===== src/rtl/apb_pkg.sv =====
// Shared APB definitions: FSM state encoding, direction constants, counter sizing.
// Used by the APB requester and by slave-side models that decode the same states.
// No logic; types, constants and one elaboration-time helper only.
package apb_pkg;

   typedef logic [1:0] apb_state_t;

   localparam apb_state_t ST_IDLE   = 2'd0;
   localparam apb_state_t ST_SETUP  = 2'd1;
   localparam apb_state_t ST_ACCESS = 2'd2;
   localparam apb_state_t ST_RESP   = 2'd3;

   localparam logic APB_READ  = 1'b0;
   localparam logic APB_WRITE = 1'b1;

   // Wait-counter width: clog2(TIMEOUT+1), never narrower than one bit.
   function automatic int unsigned cnt_width(input int unsigned t);
      return (t == 0) ? 1 : $clog2(t + 1);
   endfunction

endpackage


===== src/rtl/apb_timeout_cnt.sv =====
// Saturating ACCESS-phase wait counter with an expiry flag at TIMEOUT-1.
// Latency: expired_o is decoded from the registered count (same cycle as the count).
// No backpressure; clr_i wins over en_i, expired_o is constant 0 when TIMEOUT=0.
module apb_timeout_cnt
   import apb_pkg::*;
#(
   parameter int unsigned TIMEOUT = 16
)(
   input  logic clk,
   input  logic rst_n,
   input  logic clr_i,
   input  logic en_i,
   output logic expired_o
);

   localparam int unsigned     CW      = cnt_width(TIMEOUT);
   localparam logic [CW-1:0]   CNT_MAX = '1;
   localparam logic [CW-1:0]   LAST    = CW'((TIMEOUT == 0) ? 0 : TIMEOUT - 1);
   localparam bit              TO_EN   = (TIMEOUT != 0);

   logic [CW-1:0] cnt_q, cnt_d;

   // Next count: clear on request, otherwise count up and stick at all-ones.
   always_comb begin
      cnt_d = cnt_q;
      if (clr_i) begin
         cnt_d = '0;
      end else if (en_i && (cnt_q != CNT_MAX)) begin
         cnt_d = cnt_q + CW'(1);
      end
   end

   // Count register.
   always_ff @(posedge clk or negedge rst_n) begin
      if (!rst_n) cnt_q <= '0;
      else        cnt_q <= cnt_d;
   end

   assign expired_o = TO_EN && (cnt_q == LAST);

endmodule


===== src/rtl/apb_master.sv =====
// APB requester: one command at a time turned into SETUP/ACCESS, response pulsed back.
// Latency: accept->rsp_valid is 3 edges for a zero-wait slave, +1 per wait state.
// Backpressure: cmd_ready only in IDLE; slave stalls via pready, optional timeout abort.
module apb_master
   import apb_pkg::*;
#(
   parameter int unsigned AW      = 12,
   parameter int unsigned DW      = 32,
   parameter int unsigned TIMEOUT = 16
)(
   input  logic          clk,
   input  logic          rst_n,
   input  logic          cmd_valid,
   output logic          cmd_ready,
   input  logic          cmd_write,
   input  logic [AW-1:0] cmd_addr,
   input  logic [DW-1:0] cmd_wdata,
   output logic          rsp_valid,
   output logic [DW-1:0] rsp_rdata,
   output logic          rsp_err,
   output logic          psel,
   output logic          penable,
   output logic          pwrite,
   output logic [AW-1:0] paddr,
   output logic [DW-1:0] pwdata,
   input  logic [DW-1:0] prdata,
   input  logic          pready,
   input  logic          pslverr
);

   apb_state_t    state_q, state_d;
   logic          psel_q, psel_d;
   logic          penable_q, penable_d;
   logic          pwrite_q, pwrite_d;
   logic [AW-1:0] paddr_q, paddr_d;
   logic [DW-1:0] pwdata_q, pwdata_d;
   logic          rsp_valid_q, rsp_valid_d;
   logic [DW-1:0] rsp_rdata_q, rsp_rdata_d;
   logic          rsp_err_q, rsp_err_d;
   logic          to_expired;

   // Counter restarts while in SETUP so it reads 0 in the first ACCESS cycle.
   apb_timeout_cnt #(.TIMEOUT(TIMEOUT)) u_to_cnt (
      .clk       (clk),
      .rst_n     (rst_n),
      .clr_i     (state_q == ST_SETUP),
      .en_i      ((state_q == ST_ACCESS) && !pready),
      .expired_o (to_expired)
   );

   // State and registered-output flops; reset drops any transfer in flight.
   always_ff @(posedge clk or negedge rst_n) begin
      if (!rst_n) begin
         state_q     <= ST_IDLE;
         psel_q      <= 1'b0;
         penable_q   <= 1'b0;
         pwrite_q    <= 1'b0;
         paddr_q     <= '0;
         pwdata_q    <= '0;
         rsp_valid_q <= 1'b0;
         rsp_rdata_q <= '0;
         rsp_err_q   <= 1'b0;
      end else begin
         state_q     <= state_d;
         psel_q      <= psel_d;
         penable_q   <= penable_d;
         pwrite_q    <= pwrite_d;
         paddr_q     <= paddr_d;
         pwdata_q    <= pwdata_d;
         rsp_valid_q <= rsp_valid_d;
         rsp_rdata_q <= rsp_rdata_d;
         rsp_err_q   <= rsp_err_d;
      end
   end

   // Next state: pready only matters in ACCESS; timeout aborts a stalled ACCESS.
   always_comb begin
      state_d = state_q;
      unique case (state_q)
         ST_IDLE:   if (cmd_valid) state_d = ST_SETUP;
         ST_SETUP:  state_d = ST_ACCESS;
         ST_ACCESS: if (pready || to_expired) state_d = ST_RESP;
         ST_RESP:   state_d = ST_IDLE;
         default:   state_d = ST_IDLE;
      endcase
   end

   // Next values of the registered outputs; address/data hold outside a transfer.
   always_comb begin
      psel_d      = psel_q;
      penable_d   = penable_q;
      pwrite_d    = pwrite_q;
      paddr_d     = paddr_q;
      pwdata_d    = pwdata_q;
      rsp_valid_d = 1'b0;
      rsp_rdata_d = rsp_rdata_q;
      rsp_err_d   = rsp_err_q;
      unique case (state_q)
         ST_IDLE: begin
            if (cmd_valid) begin
               psel_d    = 1'b1;
               penable_d = 1'b0;
               pwrite_d  = cmd_write;
               paddr_d   = cmd_addr;
               pwdata_d  = cmd_wdata;
            end
         end
         ST_SETUP: begin
            penable_d = 1'b1;
         end
         ST_ACCESS: begin
            if (pready) begin
               psel_d      = 1'b0;
               penable_d   = 1'b0;
               rsp_valid_d = 1'b1;
               rsp_rdata_d = (pwrite_q == APB_WRITE) ? '0 : prdata;
               rsp_err_d   = pslverr;
            end else if (to_expired) begin
               psel_d      = 1'b0;
               penable_d   = 1'b0;
               rsp_valid_d = 1'b1;
               rsp_rdata_d = '0;
               rsp_err_d   = 1'b1;
            end
         end
         default: begin
            psel_d    = 1'b0;
            penable_d = 1'b0;
         end
      endcase
   end

   assign cmd_ready = rst_n && (state_q == ST_IDLE);
   assign psel      = psel_q;
   assign penable   = penable_q;
   assign pwrite    = pwrite_q;
   assign paddr     = paddr_q;
   assign pwdata    = pwdata_q;
   assign rsp_valid = rsp_valid_q;
   assign rsp_rdata = rsp_rdata_q;
   assign rsp_err   = rsp_err_q;

endmodule


===== config.mk =====
export PLATFORM = sky130hd
export DESIGN_NAME = apb_master
export DESIGN_NICKNAME = d
export VERILOG_FILES = /design/src/rtl/apb_pkg.sv /design/src/rtl/apb_timeout_cnt.sv /design/src/rtl/apb_master.sv
export SDC_FILE = /design/constraint.sdc
export NUM_CORES = 1
export LEC_CHECK = 0
export ABC_AREA = 1
export BUFFER_PORTS_ARGS = -buffer_cell sky130_fd_sc_hd__clkbuf_2
export CAP_MARGIN = 20
export CORE_MARGIN = 1.5
export CORE_UTILIZATION = 30
export DETAILED_ROUTE_END_ITERATION = 12
export SETUP_SLACK_MARGIN = 0.2
export SLEW_MARGIN = 10
export SYNTH_ARGS = -nofsm -noshare
export SYNTH_HDL_FRONTEND = slang
export SYNTH_HIERARCHICAL = 1
export SYNTH_SLANG_ARGS = --single-unit

===== constraint.sdc =====
create_clock -name clk -period 4.8 [get_ports clk]
set_clock_uncertainty 0.2 [all_clocks]
set_input_delay 0 -clock clk [delete_from_list [all_inputs] [get_ports clk]]
set_output_delay 0 -clock clk [all_outputs]
set_load 0.005 [all_outputs]

Word-level counts from Yosys, hierarchy flattened. Cells that the tools add are included.

Bits in registers: 88. Latch bits: 0. Memory bits (writable): 0. Memory bits (read-only): 0. Input port bits: 82. Output and inout bits: 82. Memories kept: 0.

Add/sub/neg operators: 1. Multiply operators: 0. Divide/modulo/power cells: 0. $lt $le $gt $ge: 0. Equal/unequal tests: 8. Shifts and indexed selects: 0. Multiplexer cells: 19. Bitwise operators: 1. Reductions and logical operators: 13.

Operator list (number): 32-bit 2-to-1 mux (3); 5-bit 2-to-1 mux (2); 1-bit 2-to-1 mux (9); 2-bit case mux with 4 select lines (1); 2-bit AND reduction (4); 1-bit case mux with 3 select lines (2); 5-bit by 1-bit adder with 5-bit output (second input constant) (1); 5-bit by 4-bit equality test with 1-bit output (second input constant) (1); 5-bit inequality test (second input constant) (1); 2-bit equality test (second input constant) (2); 2-bit 2-to-1 mux (2); 2-bit nonzero test (2); 1-bit logical AND (3); 3-bit inequality test (second input constant) (1); 3-bit AND reduction (1); 2-bit by 1-bit equality test with 1-bit output (second input constant) (1); 2-bit zero test (1); 2-bit by 1-bit inequality test with 1-bit output (second input constant) (1); 2-bit inequality test (second input constant) (1); 1-bit zero test (1); 1-bit logical OR (1); 1-bit NOT (1).

Depth between registers and ports, before layout.
Depth after elaboration: 5. Depth in mapped cells: 11. Gate-level depth less buffers: 11.

Modules after synthesis. Netlist, hierarchy kept.

Modules (own cells, without submodules): apb_master (instances 1, cells each 373, area an instance 3412.0 sq um); apb_timeout_cnt (instances 1, cells each 37, area an instance 280.3 sq um).

Least setup slack after synthesis. OpenSTA, ideal clock, no wires.

Path kind: reg2reg. From: reg u_to_cnt.cnt_q[0]. To: reg rsp_rdata_q[10] (netlist: rsp_rdata[10]). Data arrival time: 1.377 ns. Setup slack: 3.106 ns. Stages on the path, launching flop included: 11. Path through: dfrtp_1 ha_1 nand2_1 nor2_1 ha_1 nor2_4 nor2_8 inv_4 buf_6 nand2_1 nand2_1.

Word-level cells in the longest chain between the ends: 3.

RTL lines: from (decl) (RTL line apb_timeout_cnt.sv:21) `logic [CW-1:0] cnt_q, cnt_d;`; from (signal assigned) (RTL line apb_timeout_cnt.sv:36) `else cnt_q <= cnt_d;`; 5-bit by 4-bit equality test with 1-bit output (RTL line apb_timeout_cnt.sv:39) `assign expired_o = TO_EN && (cnt_q == LAST);`; net to_expired (RTL line apb_master.sv:40) `logic to_expired;`; 2-bit nonzero test (no line); 2-bit AND reduction (no line); to (signal assigned) (RTL line apb_master.sv:71) `rsp_rdata_q <= rsp_rdata_d;`; to (decl) (RTL line apb_master.sv:38) `logic [DW-1:0] rsp_rdata_q, rsp_rdata_d;`.

The timed path passes the listed nets, and every way through them passes these cells. A chain may end at the register's enable or synchronous reset.

Final worst setup path.
From: reg state_q[0]. To: reg paddr_q[10] (netlist: paddr[10]).

Word-level cells in the longest chain between the ends: 2.

RTL lines: from (decl) (RTL line apb_master.sv:31) `apb_state_t state_q, state_d;`; from (signal assigned) (RTL line apb_master.sv:64) `state_q <= state_d;`; 2-bit zero test (RTL line apb_master.sv:98) `unique case (state_q)`; 2-bit AND reduction (no line); to (signal assigned) (RTL line apb_master.sv:68) `paddr_q <= paddr_d;`; to (decl) (RTL line apb_master.sv:35) `logic [AW-1:0] paddr_q, paddr_d;`.

No other way between the ends.

==> metrics.txt <==
RSZ-0062 raised after global routing false; cell-internal power around 2.0 mW; critical path buffer and inverter count 2; clock slew at reported path FFs about 0.060 ns; uppermost layer routed met4; vias per inst 4.555; worst skew pair latency about 0.33 ns; Slew @ Worst Pin around 0.94 ns; largest fanout on the critical path just under 50; dpl ws 2.223 ns; CTS Sinks just under 90; DR DRC count 0; status complete, no violations; Final Critical Period roughly 2.6 ns; fin crit share 0.5431; row count 40; Mapped Cells between 400 and 500; initial antenna violation count 0; critical-path cell list inv_1 -> ha_2 -> nand2_1 -> buf_4 -> nand2_1 -> nand2_1; endpoints failing hold 0; reg-to-reg slack, setup 2.19 ns; WL per Instance about 13 microns; Slowest-stage cell, CP ha_2; core box area approximately 12000 sq um; ranking of synthesized cells by area dfrtp_1, nand2_1, nand3_1; P per Cell Area approximately 550 nW/um^2; endpoints failing setup 0; CP most frequent cell nand2_1; die area between 10000 and 15000 sq um; first-pass GRT wire length between 15000 and 20000 microns; Fin Setup TNS 0 ns; Ys Warns 6; syn nets about 500; H-tree Lvls 3; area of the multi-input gates ~1300 sq um; Max-slew headroom 0.3733; Area Overhead vs Synth 54.22%; final WL between 10000 and 15000 microns; worst reg2reg path depth 6; Met1 Routed Length between 4000 and 5000 microns; CTS tree yes; Post-CTS Setup Inserts 0; Starting DRT DRC Count 200; count of input and output buffers 163; CP Capture Type register; Critical R2R Capture paddr[10]$_DFFE_PN0P_; CTS root buf clkbuf_16; FF/Latch Area around 2200 sq um; post-synth top area share 0.5964; I/O pin count approximately 160; sequential share of power 0.408; leak pwr 3.198 nW; Tot GR Track Use 0.1627; sw frac 0.3525; Num CTS Buffers 9; Slowest Stage Delay on Critical Path roughly 0.8 ns; CP top delay family adder cells; Final WS setup between 2 and 2.5 ns; routability cong. slightly above 0.7; max_cap viols 0; post-route cell area between 5000 and 6000 sq um; Antenna Nets Post-Route 0; Post-CTS Resized 0; drt pass-1 iters 4; Psw roughly 1.1 mW; Peak supply drop about 0.00026 V; Mapped Avg Cell Area roughly 9 sq um; maximum clock rate between 300 and 400 MHz; Max clock buf depth 2; critical path class reg2reg; via count 3621; crit path DAT 2.62 ns; die width approximately 110 microns; largest net degree at the start of global routing 54; vias in the first global route ~3500; DR WL met2 about 4800 microns; met3 routed WL about 700 microns; Pins Over Slew Limit 0; CTS Hold Bufs 82; Die Ht around 110 microns; worst path required time ~4.8 ns; gr ovfl total 0; synthesis-stage register bit count 88; Setup crit start kind register; Initial Util 0.3074; DP Area approximately 4600 sq um; clock network power share 0.237; Comb pwr share 0.355; HP Class in2async; sequential area share after synthesis 0.5964; share of post-route cells with drive strength above 1 0.2932; count of cell types in the netlist 19; Netlist Area Pre-Place roughly 3700 sq um; Yosys top cell by area dfrtp_1; dpl hpwl 6394 microns; # diodes 0; fillers around 1100; Net count, final roughly 730; R2R Path Start state_q[0]$_DFFE_PN0P_
-- state kept, by name (all words and copies together) (netlist names) --
signal,cells
rsp_rdata,32
psel,1
paddr,12
rsp_err,1
pwdata,32
u_to_cnt/cnt_q,5
state_q,2
pwrite,1
rsp_valid,1
penable,1
-- logic make-up after synthesis --
kind of cell             Yosys count  share of synthesized area
buffers and inverters             36                    0.05693
AO/OA/AOI/OAI                      4                   0.005419
adder cells (fa/ha/maj)            7                    0.02372
flip-flops                        88                     0.5964
AND/OR/NAND/NOR                  275                     0.3175
-- worst register-to-register path, delay by kind of cell, from the launching register on --
family | cells | cell delay [ns]
fa+ha+maj | 1 | 0.80
buf+inv | 2 | 0.50
flops | 1 | 0.40
simple gates | 3 | 0.61
-- cell usage after synthesis --
library cell,instances
nand4_1,1
ha_1,7
dfrtp_1,88
inv_2,4
nor3_1,1
inv_4,1
buf_6,6
nand3_1,80
clkbuf_1,1
nand2_1,174
buf_4,3
nand2_2,2
nor2_1,14
inv_1,8
nor2_4,2
nor2_8,1
buf_2,13
o21ai_0,3
a21oi_1,1
-- layout by cell type, fill, tap and decap left out, drive strengths merged, types with 3 or more instances in the layout --
| master | netlist | final |
|---|---|---|
| nand3 | 80 | 80 |
| dlygate4sd3 | 0 | 81 |
| nand2 | 176 | 176 |
| buf | 22 | 4 |
| o21ai | 3 | 3 |
| inv | 13 | 13 |
| nor2 | 17 | 17 |
| clkbuf | 1 | 173 |
| dfrtp | 88 | 88 |
| ha | 7 | 7 |
-- layer usage --
layer	GRT usage	up-vias
met1	0.2027	1676
met5	0	-
met3	0.03666	20
met2	0.2711	152
met4	0.07250	0
li1	-	1773
-- area by class of cell --
type	count	area share
clock inverter	3	0.01187
sequential	88	0.3867
inverter	13	0.009009
clock buffer	11	0.04263
multi-input combinational	286	0.2252
timing repair buffer	247	0.2922
tap	147	0.03230
-- how the worst max path moves through the flow --
stage	startpoint	endpoint	slack (ns)	depth (start not counted)
6_report	state_q[0]$_DFFE_PN0P_	paddr[10]$_DFFE_PN0P_	2.19	6
3_5_place_dp	state_q[0]$_DFFE_PN0P_	pwdata[20]$_DFFE_PN0P_	2.22	6
5_1_grt	state_q[0]$_DFFE_PN0P_	paddr[10]$_DFFE_PN0P_	2.00	6
3_3_place_gp	state_q[0]$_DFFE_PN0P_	paddr[10]$_DFFE_PN0P_	2.32	6
2_1_floorplan	u_to_cnt/cnt_q[0]$_DFFE_PN0P_	rsp_rdata[10]$_DFFE_PN0P_	3.11	10
4_1_cts	state_q[0]$_DFFE_PN0P_	pwdata[11]$_DFFE_PN0P_	2.21	6
-- power by group through the flow --
stage	sequential, mW	combinational (mW)	clock (mW)
floorplan	1.28	0.575	0
detailed placement	1.28	1.07	0
finish	1.27	1.11	0.740
global route	1.31	1.26	0.792
CTS	1.27	1.12	0.765
global placement	1.28	1.03	0
-- per-stage QoR --
step | power [mW] | utilization | cells | hold slack [ns]
after CTS | 3.155 | 0.4741 | 795 | 0.01419
after detailed placement | 2.344 | 0.3791 | 699 | -0.2063
after global placement | 2.304 | 0.3791 | 699 | -0.2175
after global routing | 3.366 | 0.4741 | 795 | 0.04328
final | 3.123 | 0.4741 | 795 | 0.01600
after floorplan | 1.859 | - | 410 | -0.4956
(Power assumes the default switching activity.)
